===== config.mk =====
export PLATFORM = sky130hd
export DESIGN_NAME = br_ptab
export DESIGN_NICKNAME = d
export VERILOG_FILES = /design/src/rtl/br_ptab.sv
export SDC_FILE = /design/constraint.sdc
export NUM_CORES = 1
export LEC_CHECK = 0
export BUFFER_PORTS_ARGS = -buffer_cell sky130_fd_sc_hd__clkbuf_2
export CAP_MARGIN = 20
export CORE_MARGIN = 2
export CORE_UTILIZATION = 60
export CTS_CLUSTER_SIZE = 30
export DETAILED_ROUTE_END_ITERATION = 10
export GPL_ROUTABILITY_DRIVEN = 0
export PLACE_DENSITY = 0.8
export SETUP_SLACK_MARGIN = 0.3
export SLEW_MARGIN = 20
export SYNTH_ARGS = -nofsm -noshare
export SYNTH_HDL_FRONTEND = slang
export SYNTH_SLANG_ARGS = --single-unit
export TNS_END_PERCENT = 30

===== constraint.sdc =====
create_clock -name clk -period 14.1 [get_ports clk]
set_clock_uncertainty 0.1 [all_clocks]
set_input_delay 2.82 -clock clk [delete_from_list [all_inputs] [get_ports clk]]
set_output_delay 2.82 -clock clk [all_outputs]
set_load 0.1 [all_outputs]

===== src/rtl/br_ptab.sv =====
// br_ptab: prediction tag/address buffer between the dual-slot branch
// predictor and the branch unit.
//
// Each fetch group's prediction (word pc, per-slot type and target) is
// enqueued in program order. The branch unit resolves the oldest group; the
// stored prediction is compared against the actual outcome and, on
// disagreement, a registered one-cycle mispredict pulse is raised with the
// correct redirect pc while every younger entry is discarded.
//
// Optional feature: define BR_PTAB_STAT_EN to build the 32-bit performance
// counters (stat_br_cnt, stat_mis_cnt); otherwise both ports are tied to 0.
//
// Ports:
//   clk, rstn                  clock, asynchronous active-low reset
//   enq_*                      fetch-side prediction enqueue (valid/ready)
//   head_valid, head_pc        oldest buffered group
//   res_*                      branch-unit resolution of the oldest group
//   flush                      external flush (exception, ertn)
//   mispredict, redirect_pc    registered mispredict pulse + correct fetch pc
//   stat_br_cnt, stat_mis_cnt  performance counters
module br_ptab #(
  parameter int unsigned DEPTH = 8,
  parameter int unsigned PW    = 30
) (
  input  logic          clk,
  input  logic          rstn,
  input  logic          enq_valid,
  output logic          enq_ready,
  input  logic [PW-1:0] enq_pc,
  input  logic [1:0]    enq_pred0_type,
  input  logic [1:0]    enq_pred1_type,
  input  logic [PW-1:0] enq_pred0_target,
  input  logic [PW-1:0] enq_pred1_target,
  output logic          head_valid,
  output logic [PW-1:0] head_pc,
  input  logic          res_valid,
  input  logic          res_slot,
  input  logic [1:0]    res_br_type,
  input  logic          res_jump,
  input  logic [PW-1:0] res_target,
  input  logic          flush,
  output logic          mispredict,
  output logic [PW-1:0] redirect_pc,
  output logic [31:0]   stat_br_cnt,
  output logic [31:0]   stat_mis_cnt
);

  localparam int unsigned AW = $clog2(DEPTH);
  localparam logic [AW:0] CNT_FULL = (AW+1)'(DEPTH);

  typedef struct packed {
    logic [PW-1:0] pc;
    logic [1:0]    t0;
    logic [1:0]    t1;
    logic [PW-1:0] g0;
    logic [PW-1:0] g1;
  } ent_t;

  ent_t          mem_q [DEPTH];
  logic [AW-1:0] wr_ptr_q, wr_ptr_d;
  logic [AW-1:0] rd_ptr_q, rd_ptr_d;
  logic [AW:0]   count_q, count_d;
  logic          mispredict_q, mispredict_d;
  logic [PW-1:0] redirect_pc_q, redirect_pc_d;

  ent_t          head;
  logic          push, pop, clear;
  logic          pred_tk, pred_slot, act_tk, mis_det;
  logic [PW-1:0] pred_tgt, redir;

  assign enq_ready   = (count_q != CNT_FULL);
  assign head_valid  = (count_q != '0);
  assign head        = mem_q[rd_ptr_q];
  assign head_pc     = head_valid ? head.pc : '0;
  assign mispredict  = mispredict_q;
  assign redirect_pc = redirect_pc_q;

  assign push = enq_valid && enq_ready;
  assign pop  = res_valid && head_valid;

  always_comb begin
    // Slot 0 wins when both slots carry a predicted branch.
    pred_tk   = (head.t0 != 2'b00) || (head.t1 != 2'b00);
    pred_slot = (head.t0 == 2'b00);
    pred_tgt  = pred_slot ? head.g1 : head.g0;
    act_tk    = (res_br_type != 2'b00) && res_jump;
    mis_det   = pop && ((pred_tk != act_tk) ||
                        (pred_tk && act_tk &&
                         ((pred_slot != res_slot) || (pred_tgt != res_target))));
    // Not-taken redirect resumes right after the wrongly predicted slot.
    redir     = act_tk ? res_target
                       : ({head.pc[PW-1:1], pred_slot} + PW'(1));
  end

  assign clear = flush || mis_det;

  always_comb begin
    wr_ptr_d      = wr_ptr_q;
    rd_ptr_d      = rd_ptr_q;
    count_d       = count_q;
    mispredict_d  = mis_det && !flush;
    redirect_pc_d = (mis_det && !flush) ? redir : redirect_pc_q;
    if (clear) begin
      // Everything younger than the resolved group is wrong-path; the
      // coinciding enqueue is dropped along with it.
      wr_ptr_d = '0;
      rd_ptr_d = '0;
      count_d  = '0;
    end else begin
      if (push) wr_ptr_d = wr_ptr_q + AW'(1);
      if (pop)  rd_ptr_d = rd_ptr_q + AW'(1);
      unique case ({push, pop})
        2'b10:   count_d = count_q + (AW+1)'(1);
        2'b01:   count_d = count_q - (AW+1)'(1);
        default: count_d = count_q;
      endcase
    end
  end

  always_ff @(posedge clk or negedge rstn) begin
    if (!rstn) begin
      wr_ptr_q      <= '0;
      rd_ptr_q      <= '0;
      count_q       <= '0;
      mispredict_q  <= 1'b0;
      redirect_pc_q <= '0;
    end else begin
      wr_ptr_q      <= wr_ptr_d;
      rd_ptr_q      <= rd_ptr_d;
      count_q       <= count_d;
      mispredict_q  <= mispredict_d;
      redirect_pc_q <= redirect_pc_d;
    end
  end

  // Payload storage needs no reset: it is only observed through head_valid.
  always_ff @(posedge clk) begin
    if (push && !clear) begin
      mem_q[wr_ptr_q] <= '{pc: enq_pc, t0: enq_pred0_type, t1: enq_pred1_type,
                           g0: enq_pred0_target, g1: enq_pred1_target};
    end
  end

`ifdef BR_PTAB_STAT_EN
  logic [31:0] stat_br_q, stat_br_d;
  logic [31:0] stat_mis_q, stat_mis_d;

  always_comb begin
    stat_br_d  = stat_br_q;
    stat_mis_d = stat_mis_q;
    if (pop && (res_br_type != 2'b00)) stat_br_d  = stat_br_q + 32'd1;
    if (mispredict_d)                  stat_mis_d = stat_mis_q + 32'd1;
  end

  always_ff @(posedge clk or negedge rstn) begin
    if (!rstn) begin
      stat_br_q  <= '0;
      stat_mis_q <= '0;
    end else begin
      stat_br_q  <= stat_br_d;
      stat_mis_q <= stat_mis_d;
    end
  end

  assign stat_br_cnt  = stat_br_q;
  assign stat_mis_cnt = stat_mis_q;
`else
  assign stat_br_cnt  = '0;
  assign stat_mis_cnt = '0;
`endif

  a_res_not_empty: assert property (@(posedge clk) disable iff (!rstn)
    res_valid |-> head_valid);
  a_res_slot_legal: assert property (@(posedge clk) disable iff (!rstn)
    (res_valid && head_valid) |-> !(!res_slot && head_pc[0]));

endmodule


Word level (Yosys, flattened, before mapping):

Memory sizes are Yosys's and may differ from the RTL's.
Cells that the tools add are included.

* register bits after elaboration: 41
* memory bits (writable): 752
* input port bits: 133
* output and inout bits: 127
* word-level logic and storage cells: 50
* memories: 1

Memories
* mem_q: depth 8, bits a word 94, read ports 1, clocked after memory_dff 0, write ports 1, RTL line 59 `ent_t mem_q [DEPTH];`

* $add $sub $neg: 5
* equality and inequality tests: 6
* multiplexer cells: 11
* reduce and logical (&&, ||, !) cells: 22

Operators with widths (number)
* 2-to-1 mux 30 bit: 3
* adder 30 x 1 -> 30 bit, second input constant: 1
* inequality test 30 bit: 1
* 2-to-1 mux 3 bit: 4
* nonzero test 2 bit: 5
* logical AND 1 bit: 8
* one-hot mux 4 bit (2 select lines): 1
* adder 3 x 1 -> 3 bit, second input constant: 2
* adder 4 x 1 -> 4 bit, second input constant: 1
* logical OR 1 bit: 4
* 2-to-1 mux 4 bit: 1
* inequality test 4 bit, second input constant: 1
* nonzero test 4 bit: 1
* subtractor 4 x 1 -> 4 bit, second input constant: 1
* nonzero test 3 bit: 1
* equality test 2 x 1 -> 1 bit, second input constant: 1
* equality test 2 bit, second input constant: 1
* zero test 1 bit: 2
* zero test 2 bit: 1
* 2-to-1 mux 1 bit: 2
* inequality test 1 bit: 2

Longest topological paths before layout:

An unclocked memory read counts as a cell.

* depth in word-level cells: 13
* mapped depth: 17
* gate-level depth less buffers: 14

Worst setup path before layout:

No wires, ideal clock.

* path type: in2reg
* start: input port res_br_type[1]
* end: memory mem_q[1][0] in the netlist's numbering (enable)
* setup time: 0.662 ns
* arrival time: 10.839 ns
* required time: 13.338 ns
* slack: 2.498 ns
* cell stages on the path: 8
* buffers on the path: 2
* cells stage by stage: o21ai_0 -> inv_1 -> clkbuf_1 -> ha_1 -> nor4_2 -> a311oi_2 -> buf_2 -> nor3_1

* word-level cells in the longest chain between the ends: 11
* elaborated cells on any way between the ends: 12
* classes of those cells: eq/ne: 1; mux: 2; reduce/logical: 9

Ends and longest elaborated chain
* start, declared: RTL line 38 `input logic [1:0] res_br_type,`
* nonzero test 2 bit (*): RTL line 86 `act_tk = (res_br_type != 2'b00) && res_jump;`
* logical AND 1 bit (*): RTL line 86
* logical AND 1 bit (2 in series): RTL line 88 `(pred_tk && act_tk &&`
* logical OR 1 bit (*): RTL line 87 `mis_det = pop && ((pred_tk != act_tk) ||`
* logical AND 1 bit (*): RTL line 87
* logical OR 1 bit (*): RTL line 95 `assign clear = flush || mis_det;`
* zero test 1 bit (*): RTL line 138 `if (push && !clear) begin`
* logical AND 1 bit (*): RTL line 138
* 2-to-1 mux 1 bit (*): RTL line 138
* 2-to-1 mux 1 bit (implied by the code) (*): RTL line 139 `mem_q[wr_ptr_q] <= '{pc: enq_pc, t0: enq_pred0_type, t1: enq_pred1_type,`
* end, declared: RTL line 59

Mark *: on every way between the ends. The rest lies on a longest branch, timed or not.

Worst setup path after layout:

* start: register rd_ptr_q[1]
* end: memory mem_q[2][87] in the netlist's numbering (enable)

* word-level cells in the longest chain between the ends: 13
* elaborated cells on any way between the ends: 19
* classes of those cells: eq/ne: 3; mux: 3; reduce/logical: 12; memory: 1

Ends and longest elaborated chain
* start, declared: RTL line 61 `logic [AW-1:0] rd_ptr_q, rd_ptr_d;`
* start signal, assigned: RTL line 129 `rd_ptr_q <= rd_ptr_d;`
* memory (8 x 94 bit) (*)
* zero test 2 bit: RTL line 84 `pred_slot = (head.t0 == 2'b00);`
* 2-to-1 mux 30 bit: RTL line 85 `pred_tgt = pred_slot ? head.g1 : head.g0;`
* inequality test 30 bit: RTL line 89 `((pred_slot != res_slot) || (pred_tgt != res_target))));`
* logical OR 1 bit: RTL line 89
* logical AND 1 bit: RTL line 88
* logical OR 1 bit (*): RTL line 87
* logical AND 1 bit (*): RTL line 87
* logical OR 1 bit (*): RTL line 95
* zero test 1 bit (*): RTL line 138
* logical AND 1 bit (*): RTL line 138
* 2-to-1 mux 1 bit (*): RTL line 138
* 2-to-1 mux 1 bit (implied by the code) (*): RTL line 139

Marked as above.

==> flow_metrics.env <==
export IMPL_status="finished clean"
export IMPL_critical_path_max_stage_delay_ps=900
export IMPL_start_util_pct=60.85
export IMPL_synth_cell_types=86
export IMPL_holdBufCountCts=0
export IMPL_grtUsageTotal_pct=27.61
export IMPL_multiInputGateArea_um2=8348
export IMPL_first_global_vias=16970
export IMPL_io_pins=260
export IMPL_h_tree_depth=3
export IMPL_drive_gt1_share_pct=28.17
export IMPL_drv_cap=0
export IMPL_area_growth_synth_to_final_pct=11.09
export IMPL_mostFrequentLayoutCells="edfxtp_1 (752), clkbuf_2 (195), mux4_2 (154), mux2i_1 (103), clkbuf_16 (81)"
export IMPL_avgRoutedWirePerCell_um=28.53
export IMPL_row_count=85
export IMPL_drt_iter0_drc=2248
export IMPL_wirelength_um=76840
export IMPL_cts_tree="built"
export IMPL_nets=2073
export IMPL_crit_family="buffers and inverters"
export IMPL_reg2reg_slack_ps=6080
export IMPL_cts_buffer_depth=3
export IMPL_place_hpwl_um=48100
export IMPL_syn_area_um2=32810
export IMPL_synth_seq_cells=793
export IMPL_path_cells="buf_4, buf_4, nor4_2, nor3_4, nand2_2, inv_2, o21ai_0, ha_1, nor4_2, a311oi_2, buf_4, nor4_2, and3b_4, buf_4"
export IMPL_insertion_delay_ps=620
export IMPL_ys_top_cells_by_area="edfxtp_1 (69%), mux4_2 (11%), mux2i_1 (3.1%)"
export IMPL_rr_worst_depth=14
export IMPL_leakage_nw=12.47
export IMPL_dieHeight_um=237.8
export IMPL_cp_depth=14
export IMPL_fmax_ghz=0.1247
export IMPL_min_path_type="reg2reg"
export IMPL_cts_root_buf="clkbuf_16"
export IMPL_setup_tns_final_ps=0
export IMPL_port_buffers=195
export IMPL_async_flop_share_pct=5.170
export IMPL_endpoint="mem_q[2][87]"
export IMPL_antenna_found_initial=8
export IMPL_min_period_over_period_pct=56.89
export IMPL_die_area_um2=56570
export IMPL_path_class="reg2reg"
export IMPL_regArea_um2=23620
export IMPL_setup_viol=0
export IMPL_die_x_um=237.8
export IMPL_first_pass_iters=7
export IMPL_grt_max_degree=109
export IMPL_grt_ovfl_total=0
export IMPL_synth_edf_count=752
export IMPL_relSlewSlack_pct=27.53
export IMPL_hold_violations=0
export IMPL_critPathBufInv=5
export IMPL_reg2reg_to="mem_q[2][87]"
export IMPL_syn_mean_instance_area_um2=19.10
export IMPL_viasPerCell=6.433
export IMPL_ys_seq_area_share_pct=71.95
export IMPL_remaining_drc_errors=0
export IMPL_crit_top_cell="buf_4"
export IMPL_postCtsSetupBuffers=0
export IMPL_tightest_slew_ps=1087
export IMPL_yosysTopAreaCellShare_pct=68.83
export IMPL_slew_viol_final=0
export IMPL_worstPathArrival_ps=8150
export IMPL_crit_fanout=71
export IMPL_rsz0062_at_grt="no"
export IMPL_ir_drop_mv=0.1801
export IMPL_cellPowerDensity_nw_per_um2=177.8
export IMPL_cp_start_kind="register"
export IMPL_r2r_start="rd_ptr_q[1]"
export IMPL_synth_flop_cell="edfxtp_1"
export IMPL_synth_largest_area_cell="edfxtp_1"
export IMPL_cp_startpoint="rd_ptr_q[1]"
export IMPL_clkTransAtPathRegs_ps=60
export IMPL_cp_end_kind="register"
export IMPL_vias=17325
export IMPL_syn_inst=1718
export IMPL_design_area_um2=36450
export IMPL_crit_required_ps=14230
export IMPL_critPathSlowestCell="and3b_4"
export IMPL_fillers=3392
export IMPL_postRouteAntennaNets=0
export IMPL_cts_sinks=793
export IMPL_min_period_ps=8022
export IMPL_placed_area_um2=34040
export IMPL_final_common_cell="edfxtp_1"
export IMPL_numCtsBuffers=78
export IMPL_post_cts_resize_count=0
export IMPL_grt_pass1_wl_um=112900
export IMPL_coreArea_um2=53920
export IMPL_yosys_warnings=0
## worst min-delay path by stage
stage	from	end	slack [ps]	cells past startpoint
finish	redirect_pc[25]	redirect_pc[25]	410	1
global route	redirect_pc[21]	redirect_pc[21]	430	1
CTS	redirect_pc[25]	redirect_pc[25]	420	1
detailed placement	redirect_pc[25]	redirect_pc[25]	400	1
global placement	redirect_pc[29]	redirect_pc[29]	390	1
floorplan	count_q[3]	count_q[3]	450	2
## worst reg2reg max path: stages, from the launching register on
cell and delay [ps]:
dfrtp_4 700, buf_4 890, buf_4 880, nor4_2 220
nor3_4 640, nand2_2 390, inv_2 370, o21ai_0 200
ha_1 350, nor4_2 400, a311oi_2 170, buf_4 230
nor4_2 340, and3b_4 900, buf_4 820
## cell families after synthesis
logic type	count (synthesis)	share of synthesized area (%)
muxes	302	15.68
AOI/OAI and AO/OA	161	3.455
buffers and inverters	158	3.489
xor gates and xnor gates	37	0.9877
other	1	0.01143
DFF	793	71.95
and+or+nand+nor	259	4.130
adders and majority gates	7	0.2898
## sequential cells by signal (all words and copies together) (netlist names)
name         count
mem_q          752
redirect_pc     30
count_q          4
rd_ptr_q         3
wr_ptr_q         3
mispredict       1
## final cells by class
type | count | area share [%]
Antenna cell | 2 | 0.01373
Clock buffer | 101 | 5.795
Clock inverter | 41 | 0.7965
Inverter | 13 | 0.1408
Multi-Input combinational cell | 830 | 22.91
Sequential cell | 793 | 64.79
Tap cell | 696 | 2.389
Timing Repair Buffer | 217 | 3.165
## per-layer routing
metal	vias up	share of wire (%)	global-route usage, %
li1	7254	-	-
met1	8807	39	38.83
met2	1048	47	42.08
met3	204	11	7.520
met4	12	3.6	10.31
met5	-	0.11	0
## power breakdown
group / switching (mW) / total, mW / internal, mW
clock network: 0.850 / 1.96 / 1.11
logic: 1.34 / 1.71 / 0.372
registers: 0.0817 / 2.81 / 2.73
## synth_stat cells (all sizes together) (6+ instances only)
| master | count |
|---|---|
| a211oi | 9 |
| a21oi | 36 |
| a22o | 6 |
| a22oi | 20 |
| a31oi | 10 |
| and2 | 7 |
| and3 | 8 |
| buf | 135 |
| clkbuf | 10 |
| dfrtp | 41 |
| edfxtp | 752 |
| ha | 6 |
| inv | 13 |
| mux2 | 43 |
| mux2i | 103 |
| mux4 | 156 |
| nand2 | 70 |
| nand2b | 6 |
| nand3 | 9 |
| nand4 | 6 |
| nor2 | 78 |
| nor2b | 7 |
| nor3 | 33 |
| nor4 | 11 |
| o21ai | 32 |
| o22ai | 6 |
| xnor2 | 17 |
| xor2 | 20 |
## metrics by stage
step                utilization [%]  instances  power, mW  setup WS (ps)  hold slack [ps]
floorplan                         -       1781      4.216           2498            446.5
finish                        67.59       2693      6.480           6078            411.0
global route                  67.59       2693      6.662           5709            434.2
CTS                           67.58       2691      6.496           6213            416.7
detailed placement            63.13       2549      4.553           6017            402.7
global placement              63.12       2549      4.524           6188            393.0
Note: power is estimated with default switching activity, not from simulation.
